==> src/rtl/wb_uart.sv <==
// Wishbone UART: TX FIFO, programmable bit divisor, level interrupt.
// Define WB_UART_RX_EN to include the receiver with a 1-byte holding register.
module wb_uart #(
    parameter int          FIFO_DEPTH = 16,
    parameter logic [15:0] DIV_RESET  = 16'd434
) (
    input  logic        clk_i,
    input  logic        rst_i,
    input  logic        wb_cyc_i,
    input  logic        wb_stb_i,
    input  logic        wb_we_i,
    input  logic [1:0]  wb_adr_i,
    input  logic [1:0]  wb_sel_i,
    input  logic [31:0] wb_dat_i,
    output logic [31:0] wb_dat_o,
    output logic        wb_ack_o,
    output logic        uart_tx_o,
    input  logic        uart_rx_i,
    output logic        irq_o
);
    localparam int AW = $clog2(FIFO_DEPTH);
    localparam logic [1:0] TX_IDLE = 2'd0, TX_START = 2'd1, TX_DATA = 2'd2, TX_STOP = 2'd3;

    logic        ack_q, irq_q, tx_ov_q;
    logic [31:0] dat_q, rdata;
    logic [15:0] div_q, div_eff;
    logic [1:0]  ien_q;
    logic        access, wr, rd, data_wr, st_wr, push, pop, fifo_empty, fifo_full, tx_empty;
    logic        rx_valid, rx_ov, rx_ferr;
    logic [7:0]  rx_data;
    logic        hi_unused;

    assign access  = wb_cyc_i & wb_stb_i & ~ack_q;
    assign wr      = access & wb_we_i & (wb_sel_i != 2'b00);
    assign rd      = access & ~wb_we_i;
    assign data_wr = wr & (wb_adr_i == 2'd0);
    assign st_wr   = wr & (wb_adr_i == 2'd1);
    assign div_eff = (div_q == 16'd0) ? 16'd1 : div_q;
    assign hi_unused = ^wb_dat_i[31:16];

    // TX FIFO; the extra pointer bit distinguishes full from empty
    logic [7:0]  mem_q [FIFO_DEPTH];
    logic [AW:0] wptr_q, rptr_q;

    assign fifo_empty = (wptr_q == rptr_q);
    assign fifo_full  = (wptr_q[AW] != rptr_q[AW]) && (wptr_q[AW-1:0] == rptr_q[AW-1:0]);
    // a pop in the same cycle frees the slot, so a push to a full FIFO still lands
    assign push       = data_wr & (~fifo_full | pop);

    always_ff @(posedge clk_i) begin
        if (push) mem_q[wptr_q[AW-1:0]] <= wb_dat_i[7:0];
    end

    always_ff @(posedge clk_i or posedge rst_i) begin
        if (rst_i) begin
            wptr_q <= '0;
            rptr_q <= '0;
        end else begin
            if (push) wptr_q <= wptr_q + 1'b1;
            if (pop)  rptr_q <= rptr_q + 1'b1;
        end
    end

    // TX FSM
    logic [1:0]  tx_state_q, tx_state_d;
    logic [15:0] tx_cnt_q, tx_cnt_d;
    logic [2:0]  tx_bit_q, tx_bit_d;
    logic [7:0]  tx_shift_q, tx_shift_d;
    logic        tx_q, tx_d, bit_end;

    assign bit_end  = (tx_cnt_q == 16'd0);
    assign pop      = ~fifo_empty & ((tx_state_q == TX_IDLE) | ((tx_state_q == TX_STOP) & bit_end));
    assign tx_empty = fifo_empty & (tx_state_q == TX_IDLE);

    always_comb begin
        tx_state_d = tx_state_q;
        tx_cnt_d   = tx_cnt_q - 16'd1;
        tx_bit_d   = tx_bit_q;
        tx_shift_d = tx_shift_q;
        tx_d       = tx_q;
        if (tx_state_q == TX_IDLE) tx_cnt_d = tx_cnt_q;
        if (bit_end || tx_state_q == TX_IDLE) begin
            tx_cnt_d = div_eff - 16'd1;
            case (tx_state_q)
                TX_START: begin
                    tx_state_d = TX_DATA;
                    tx_bit_d   = 3'd0;
                    tx_d       = tx_shift_q[0];
                    tx_shift_d = tx_shift_q >> 1;
                end
                TX_DATA: begin
                    if (tx_bit_q == 3'd7) begin
                        tx_state_d = TX_STOP;
                        tx_d       = 1'b1;
                    end else begin
                        tx_bit_d   = tx_bit_q + 3'd1;
                        tx_d       = tx_shift_q[0];
                        tx_shift_d = tx_shift_q >> 1;
                    end
                end
                default: begin
                    tx_state_d = TX_IDLE;
                    tx_d       = 1'b1;
                end
            endcase
            if (pop) begin
                tx_state_d = TX_START;
                tx_shift_d = mem_q[rptr_q[AW-1:0]];
                tx_d       = 1'b0;
            end
        end
    end

    always_ff @(posedge clk_i or posedge rst_i) begin
        if (rst_i) begin
            tx_state_q <= TX_IDLE;
            tx_cnt_q   <= '0;
            tx_bit_q   <= '0;
            tx_shift_q <= '0;
            tx_q       <= 1'b1;
        end else begin
            tx_state_q <= tx_state_d;
            tx_cnt_q   <= tx_cnt_d;
            tx_bit_q   <= tx_bit_d;
            tx_shift_q <= tx_shift_d;
            tx_q       <= tx_d;
        end
    end

`ifdef WB_UART_RX_EN
    localparam logic [1:0] RX_IDLE = 2'd0, RX_START = 2'd1, RX_DATA = 2'd2, RX_STOP = 2'd3;
    logic        rx_meta_q, rx_sync_q, rx_prev_q, rx_valid_q, rx_ov_q, rx_ferr_q, rx_done, rx_rd;
    logic [1:0]  rx_state_q;
    logic [15:0] rx_cnt_q, rx_half;
    logic [2:0]  rx_bit_q;
    logic [7:0]  rx_shift_q, rx_data_q;

    assign rx_half = (div_eff[15:1] == 15'd0) ? 16'd0 : {1'b0, div_eff[15:1]} - 16'd1;
    assign rx_done = (rx_state_q == RX_STOP) && (rx_cnt_q == 16'd0);
    assign rx_rd   = rd & (wb_adr_i == 2'd0);

    always_ff @(posedge clk_i or posedge rst_i) begin
        if (rst_i) begin
            rx_meta_q  <= 1'b1;
            rx_sync_q  <= 1'b1;
            rx_prev_q  <= 1'b1;
            rx_state_q <= RX_IDLE;
            rx_cnt_q   <= '0;
            rx_bit_q   <= '0;
            rx_shift_q <= '0;
            rx_data_q  <= '0;
            rx_valid_q <= 1'b0;
            rx_ov_q    <= 1'b0;
            rx_ferr_q  <= 1'b0;
        end else begin
            rx_meta_q <= uart_rx_i;
            rx_sync_q <= rx_meta_q;
            rx_prev_q <= rx_sync_q;
            rx_cnt_q  <= rx_cnt_q - 16'd1;
            case (rx_state_q)
                RX_IDLE: begin
                    rx_cnt_q <= rx_half;
                    if (rx_prev_q && !rx_sync_q) rx_state_q <= RX_START;
                end
                RX_START: if (rx_cnt_q == 16'd0) begin
                    rx_cnt_q   <= div_eff - 16'd1;
                    rx_bit_q   <= 3'd0;
                    rx_state_q <= rx_sync_q ? RX_IDLE : RX_DATA;
                end
                RX_DATA: if (rx_cnt_q == 16'd0) begin
                    rx_cnt_q   <= div_eff - 16'd1;
                    rx_shift_q <= {rx_sync_q, rx_shift_q[7:1]};
                    rx_bit_q   <= rx_bit_q + 3'd1;
                    if (rx_bit_q == 3'd7) rx_state_q <= RX_STOP;
                end
                default: if (rx_done) rx_state_q <= RX_IDLE;
            endcase
            if (rx_done) rx_data_q <= rx_shift_q;
            rx_valid_q <= rx_done | (rx_valid_q & ~rx_rd);
            rx_ov_q    <= (rx_done & rx_valid_q) | (rx_ov_q & ~(st_wr & wb_dat_i[4]));
            rx_ferr_q  <= (rx_done & ~rx_sync_q) | (rx_ferr_q & ~(st_wr & wb_dat_i[5]));
        end
    end

    assign rx_valid = rx_valid_q;
    assign rx_ov    = rx_ov_q;
    assign rx_ferr  = rx_ferr_q;
    assign rx_data  = rx_data_q;
`else
    logic rx_unused;
    assign rx_unused = ^{uart_rx_i, wb_dat_i[5:4]};
    assign rx_valid  = 1'b0;
    assign rx_ov     = 1'b0;
    assign rx_ferr   = 1'b0;
    assign rx_data   = 8'd0;
`endif

    always_comb begin
        rdata = '0;
        case (wb_adr_i)
            2'd0:    rdata = {24'd0, rx_data};
            2'd1:    rdata = {26'd0, rx_ferr, rx_ov, tx_ov_q, rx_valid, tx_empty, fifo_full};
            2'd2:    rdata = {16'd0, div_q};
            default: rdata = {30'd0, ien_q};
        endcase
    end

    always_ff @(posedge clk_i or posedge rst_i) begin
        if (rst_i) begin
            ack_q   <= 1'b0;
            dat_q   <= '0;
            irq_q   <= 1'b0;
            div_q   <= DIV_RESET;
            ien_q   <= '0;
            tx_ov_q <= 1'b0;
        end else begin
            ack_q   <= access;
            dat_q   <= rd ? rdata : '0;
            irq_q   <= (tx_empty & ien_q[0]) | (rx_valid & ien_q[1]);
            tx_ov_q <= (data_wr & fifo_full & ~pop) | (tx_ov_q & ~(st_wr & wb_dat_i[3]));
            if (wr && wb_adr_i == 2'd2) div_q <= wb_dat_i[15:0];
            if (wr && wb_adr_i == 2'd3) ien_q <= wb_dat_i[1:0];
        end
    end

    assign wb_ack_o  = ack_q;
    assign wb_dat_o  = dat_q;
    assign irq_o     = irq_q;
    assign uart_tx_o = tx_q;
endmodule

==> config.mk <==
export PLATFORM = sky130hd
export DESIGN_NAME = wb_uart
export DESIGN_NICKNAME = d
export VERILOG_FILES = /design/src/rtl/wb_uart.sv
export SDC_FILE = /design/constraint.sdc
export NUM_CORES = 1
export LEC_CHECK = 0
export BUFFER_PORTS_ARGS = -buffer_cell sky130_fd_sc_hd__buf_2
export CORE_UTILIZATION = 50
export DETAILED_ROUTE_END_ITERATION = 8
export PLACE_DENSITY = 0.68
export SETUP_SLACK_MARGIN = 0.05
export SLEW_MARGIN = 5
export SYNTH_ARGS = -nofsm -noshare
export SYNTH_HDL_FRONTEND = slang
export SYNTH_SLANG_ARGS = --single-unit
==> constraint.sdc <==
create_clock -name clk_i -period 3.4 [get_ports clk_i]
set_input_delay 0.34 -clock clk_i [delete_from_list [all_inputs] [get_ports clk_i]]
set_output_delay 0.34 -clock clk_i [all_outputs]
set_load 0.02 [all_outputs]
# ---- Word-level counts from Yosys, hierarchy flattened
# Memory sizes are Yosys's and may differ from the RTL's.
# Index checks and enable logic that the tools add are counted.
dict set report op_classes {
  n_mux 18
  reduce_logical 14
  bitwise_logic 25
  eq_ne 14
  addsub 5
}
# op count
set op_table {}
lappend op_table {{16-bit two-way mux} 3}
lappend op_table {{16-bit case mux with 3 select lines} 1}
lappend op_table {{16-bit zero test} 2}
lappend op_table {{32-bit two-way mux} 1}
lappend op_table {{16-bit by 1-bit subtractor with 16-bit output, second input constant} 2}
lappend op_table {{1-bit AND} 16}
lappend op_table {{8-bit two-way mux} 2}
lappend op_table {{8-bit case mux with 2 select lines} 1}
lappend op_table {{5-bit by 1-bit adder with 5-bit output, second input constant} 2}
lappend op_table {{2-bit == test, second input constant} 4}
lappend op_table {{3-bit != test, second input constant} 2}
lappend op_table {{1-bit inverter} 6}
lappend op_table {{3-bit case mux with 2 select lines} 1}
lappend op_table {{3-bit AND reduction} 2}
lappend op_table {{5-bit == test} 1}
lappend op_table {{2-bit by 1-bit == test with 1-bit output, second input constant} 2}
lappend op_table {{4-bit == test} 1}
lappend op_table {{2-bit zero test} 2}
lappend op_table {{1-bit two-way mux} 4}
lappend op_table {{2-bit two-way mux} 2}
lappend op_table {{2-bit case mux with 2 select lines} 1}
lappend op_table {{2-bit nonzero test} 2}
lappend op_table {{3-bit by 1-bit adder with 3-bit output, second input constant} 1}
lappend op_table {{3-bit == test, second input constant} 1}
lappend op_table {{other kinds (10)} 14}
dict set report word_totals {
  output_inout_bits 35
  ramBits 128
  memories 1
  regBits 93
  wordCells 90
}
# name depth word_bits read_ports rd_ports_with_merged_regs write_ports line_no
set memory_table {}
lappend memory_table {mem_q 16 8 1 0 1 42} ;# logic [7:0] mem_q [FIFO_DEPTH];

# ---- Longest topological paths before layout
dict set report depth {
  depth_word 9
  mapped_depth 14
  depth_no_buf 12
}

# ---- Worst setup path before layout
# No wires, ideal clock.
dict set report synth_path {
  kind {register to register}
  from {register tx_state_q[0]}
  to {register tx_cnt_q[14]}
  path_stages_with_launch 14
  synth_period_minus_slack_ps 2832
  setup_ps 126
  slack_ps 568
  required_ps 3274
  arrival_time_ps 2706
  path_cell_list {dfrtp_1 > inv_1 > ha_1 > clkbuf_1 > clkinv_1 > o21ai_2 > clkbuf_1 > mux2i_1 > ha_1 > nand2_1 > a21oi_1 > o21ai_0 > a211oi_2 > xnor2_1}
}
dict set report synth_between {
  elab_chain_len 3
  elab_cells_between_ends 4
  cone_classes {1 x eq/ne; 1 x mux; 2 x reduce/logical}
}
# item line_no
set synth_rtl {}
lappend synth_rtl {{start: declaration} 65} ;# logic [1:0] tx_state_q, tx_state_d;
lappend synth_rtl {{start signal: assignment} 122} ;# tx_state_q <= tx_state_d;
lappend synth_rtl {{2-bit zero test *} {81, 82}}
lappend synth_rtl {{1-bit logical OR} 82} ;# if (bit_end || tx_state_q == TX_IDLE) begin
lappend synth_rtl {{2-bit by 1-bit != test with 1-bit output (no line) or 16-bit two-way mux (tied branches)} n/a}
lappend synth_rtl {{end signal: assignment} 123} ;# tx_cnt_q <= tx_cnt_d;
lappend synth_rtl {{end: declaration} 66} ;# logic [15:0] tx_cnt_q, tx_cnt_d;
# Mark *: on every way between the ends. The rest lies on a longest branch, timed or not.
# A chain may end at the register's enable or synchronous reset.

# ---- Worst setup path in the final report
dict set report layout_path {
  from {register tx_cnt_q[7]}
  to {memory mem_q[0][0], enable pin}
}
dict set report layout_between {
  elab_chain_len 8
}
# item line_no
set layout_rtl {}
lappend layout_rtl {{16-bit zero test} 71} ;# assign bit_end = (tx_cnt_q == 16'd0);
lappend layout_rtl {{1-bit AND} 72} ;# assign pop = ~fifo_empty & ((tx_state_q == TX_IDLE) | ((tx_state_q == TX_STOP) & bit_end));
lappend layout_rtl {{1-bit OR} 72}
lappend layout_rtl {{1-bit AND} 72}
lappend layout_rtl {{1-bit OR} 48} ;# assign push = data_wr & (~fifo_full | pop);
lappend layout_rtl {{1-bit AND} 48}
lappend layout_rtl {{1-bit two-way mux} 51} ;# if (push) mem_q[wptr_q[AW-1:0]] <= wb_dat_i[7:0];
lappend layout_rtl {{1-bit two-way mux (not written as such)} 51}
lappend layout_rtl {{end: declaration} 42}
# No other way between the ends.

==> run_results.csv <==
group,metric,value,unit
clock_network,clkTransAtPathRegs,0.06,ns
detailed_routing,routed-wl-met2,8990,um
global_route,largest_net_degree_at_the_start_of_global_routing,45,
layout,drive_above_1_share,28.3,%
detailed_routing,route.detailed.drc,0,
clock_network,clock_sink_count,205,
floorplan,core,17400,um2
synthesis,post_synth_instance_area,8910,um2
clock_network,cts_tree,"done",
detailed_routing,routedWlPerCell,19.7,um
synthesis,synth.top_cells.by_count,"edfxtp_1 (128), dfrtp_1 (71), mux4_2 (40)",
synthesis,number_of_synthesized_register_bits,205,
detailed_routing,drt_first_iter_violations,329,
sta,final_setup_violations,0,
place,portBuffers,43,
power_and_ir_drop,power.sequential.fraction,40.5,%
floorplan,fp.dieArea,18400,um2
power_and_ir_drop,power.switching,2510,uW
layout,finish.net_count,699,
job,drv.max_cap_violation_count,0,
synthesis,async_flop_share,37.6,%
sta,final.setup_skew,0.0149,ns
detailed_routing,ant_nets,0,
detailed_routing,routed_via_density,5.63,
power_and_ir_drop,p_comb_share,29.8,%
power_and_ir_drop,clkPwrFrac,29.8,%
worst_setup_path,critical_path_required,3.59,ns
min_path,holdCritPathClass,"input port to flip-flop",
worst_setup_path,timing.critical_path.fanout_max,9,
synthesis,synth.avg_cell_area,15.5,um2
detailed_routing,postRouteWirelength,17500,um
sta,timing_hold_violations_final,0,
global_route,grt_first_pass_wirelength,27600,um
synthesis,ys.warnings.count,0,
global_route,grt_antenna_before_repair,0,
power_and_ir_drop,cell_internal_pwr,5550,uW
floorplan,num_rows,48,
clock_network,cts.repair_timing.setup_buffer_count,0,
floorplan,die_y_extent,136,um
clock_network,ctsLongestPathBuffers,3,
sta,timing.fmax,0.347,GHz
detailed_routing,wl_met1,7390,um
sta,setup_tns,0,ns
detailed_routing,met3_wl,662,um
worst_setup_path,critical_path_arrival,3.08,ns
worst_setup_path,critical_path.startpoint_type,"flip-flop",
floorplan,start_util,51.4,%
sta,rsz_0062_raised_after_global_routing,"false",
power_and_ir_drop,static-leakage-power,0.00386,uW
power_and_ir_drop,switching_share,31.1,%
detailed_routing,first_pass_iters,4,
floorplan,die_w,136,um
worst_setup_path,critical_path_class,"flip-flop to flip-flop",
synthesis,fraction_of_post_synthesis_cell_area_in_the_top_cell_type_by_area,43.1,%
place,place_congestion,0.819,
clock_network,cts-resized-gates,0,
global_route,grt_overflow_total,0,
worst_setup_path,critPathCaptureType,"flip-flop",
sta,timing.final.max_slew_violations,0,
clock_network,cts-buffers-inserted,21,
synthesis,synth.largest_area_cell,"edfxtp_1",
place,detailed_place_hpwl,11700,um
power_and_ir_drop,p_per_area,791,nW/um2
synthesis,synth_edf_count,128,
synthesis,ys_seq_area_share,64.8,%
global_route,via_count_of_the_first_global_routing_pass,5062,
sta,fin_ws,0.515,ns
clock_network,clkLatencyLatePin,0.50,ns
worst_setup_path,reg2reg_slack,0.51,ns
synthesis,synth.lib_cells_used.distinct,57,
synthesis,syn-instance-count,574,
detailed_routing,top_layer,"met4",
clock_network,clock-root-buffer,"clkbuf_16",
synthesis,synthTopCellsByArea,"edfxtp_1 (43%), dfrtp_1 (20%), mux4_2 (10%)",
status,run_status,"finished clean",
layout,design_area,10200,um2
synthesis,dominantRegCellSynth,"edfxtp_1",
global_route,grt.total_usage,19.9,%
sta,timing.final.crit_share,84.9,%
place,place_area,9460,um2
layout,antenna_cells_inserted,0,
floorplan,io_pins,77,
place,pre_cts_slack,0.525,ns
sta,max-slew-margin-rel,35.9,%
sta,max_slew.worst_pin.slew,0.937,ns
detailed_routing,num_vias,4985,
synthesis,post-synth-top-count-cell,"edfxtp_1",
power_and_ir_drop,ir_drop,503,uV
layout,area_growth_syn_to_layout,14.4,%
sta,fin_crit,2.89,ns
clock_network,htree_num_levels,1,
## worst max-delay path, stage by stage, from the launching register on
cell and delay [ns]:
dfrtp_1 0.43, nor3_1 0.50, nand3_1 0.23, o2111a_2 0.34, nor4_4 0.40, nand2_1 0.24
nor3_1 0.21, buf_4 0.23
## flip-flops by register name, summed over array words and instances (netlist names)
signal and cells:
div_q 16, ien_q 2, irq_o 1, mem_q 128
rptr_q 5, tx_bit_q 3, tx_cnt_q 16, tx_ov_q 1
tx_shift_q 8, tx_state_q 2, uart_tx_o 1, wb_ack_o 1
wb_dat_o 16, wptr_q 5
## what timing repair did
action / 4_1_cts / 5_1_grt
hold buffers: 1 / 0
setup endpoints to repair: 0 / 0
hold endpoints to repair: 15 / 0
## per-layer routing
layer / vias up / GRT usage [%]
met4: 0 / 6.55
met3: 34 / 2.69
met2: 113 / 33.5
li1: 2279 / -
met1: 2559 / 26.9
met5: - / 0
## final cells by class
type                       instances  area, um2
fill                            1289       7160
timing repair buffer              71        428
multi-input combinational        337       2950
sequential                       205       5780
inverter                           9       35.0
tap                              225        282
clock inverter                    12        173
clock buffer                      26        554
## cell families after synthesis
logic type	count (synthesis)	synth area share (%)
XOR/XNOR	30	3.03
flip-flops	205	64.8
AO/OA/AOI/OAI	61	4.76
buffers and inverters	47	2.75
adder cells (fa/ha/maj)	12	1.68
AND/OR/NAND/NOR	142	8.48
other	1	0.0421
multiplexers	76	14.4
## power groups by stage
stage	registers, uW	clock network [uW]	logic, uW
3_5_place_dp	3300	0	2410
4_1_cts	3260	2460	2420
3_3_place_gp	3290	0	2340
6_report	3260	2400	2400
2_1_floorplan	3210	0	1910
5_1_grt	3300	2540	2630
## stage by stage
step           total power [uW]  hold slack (ns)  util (%)  cells
3_5_place_dp               5720            0.444      54.5    846
5_1_grt                    8470           0.0782      58.8    885
2_1_floorplan              5120            0.439         -    589
4_1_cts                    8130           0.0713      58.8    885
3_3_place_gp               5630            0.436      54.5    846
6_report                   8060           0.0830      58.8    885
## cells in the final DEF, fill, tap and decap left out, drive strengths merged, types with 2 or more instances in the layout
master    count
edfxtp      128
dfrtp        71
buf          70
mux4         40
nand2        37
nor2         37
clkbuf       26
mux2         20
xnor2        18
o21ai        18
mux2i        16
conb         16
and2         15
a21oi        14
nor3         12
ha           12
xor2         12
inv           9
nor4          9
or3           7
nand3         7
nand2b        6
a22o          6
dfstp         6
clkinv        6
nand3b        4
bufinv        4
o211ai        3
a22oi         3
o21a          2
or4           2
a41oi         2
a21bo         2
nand4         2
clkinvlp      2
a211oi        2
## path summary, 6_finish.rpt
path	start	to	cells past startpoint
setup / recovery	tx_cnt_q[7]$_DFFE_PP0P_	mem_q[0][0]$_DFFE_PP_	7
hold / removal	wb_dat_i[14]	div_q[14]$_DFFE_PP0P_	2
min in group asynchronous	rst_i	tx_bit_q[0]$_DFFE_PP0P_	3
hold reg to reg	wb_ack_o$_DFF_PP0_	wb_ack_o$_DFF_PP0_	1
max in group asynchronous	rst_i	div_q[5]$_DFFE_PP1P_	4
setup reg to reg	tx_cnt_q[7]$_DFFE_PP0P_	mem_q[0][0]$_DFFE_PP_	7
Power figures use the tool's default switching activity.
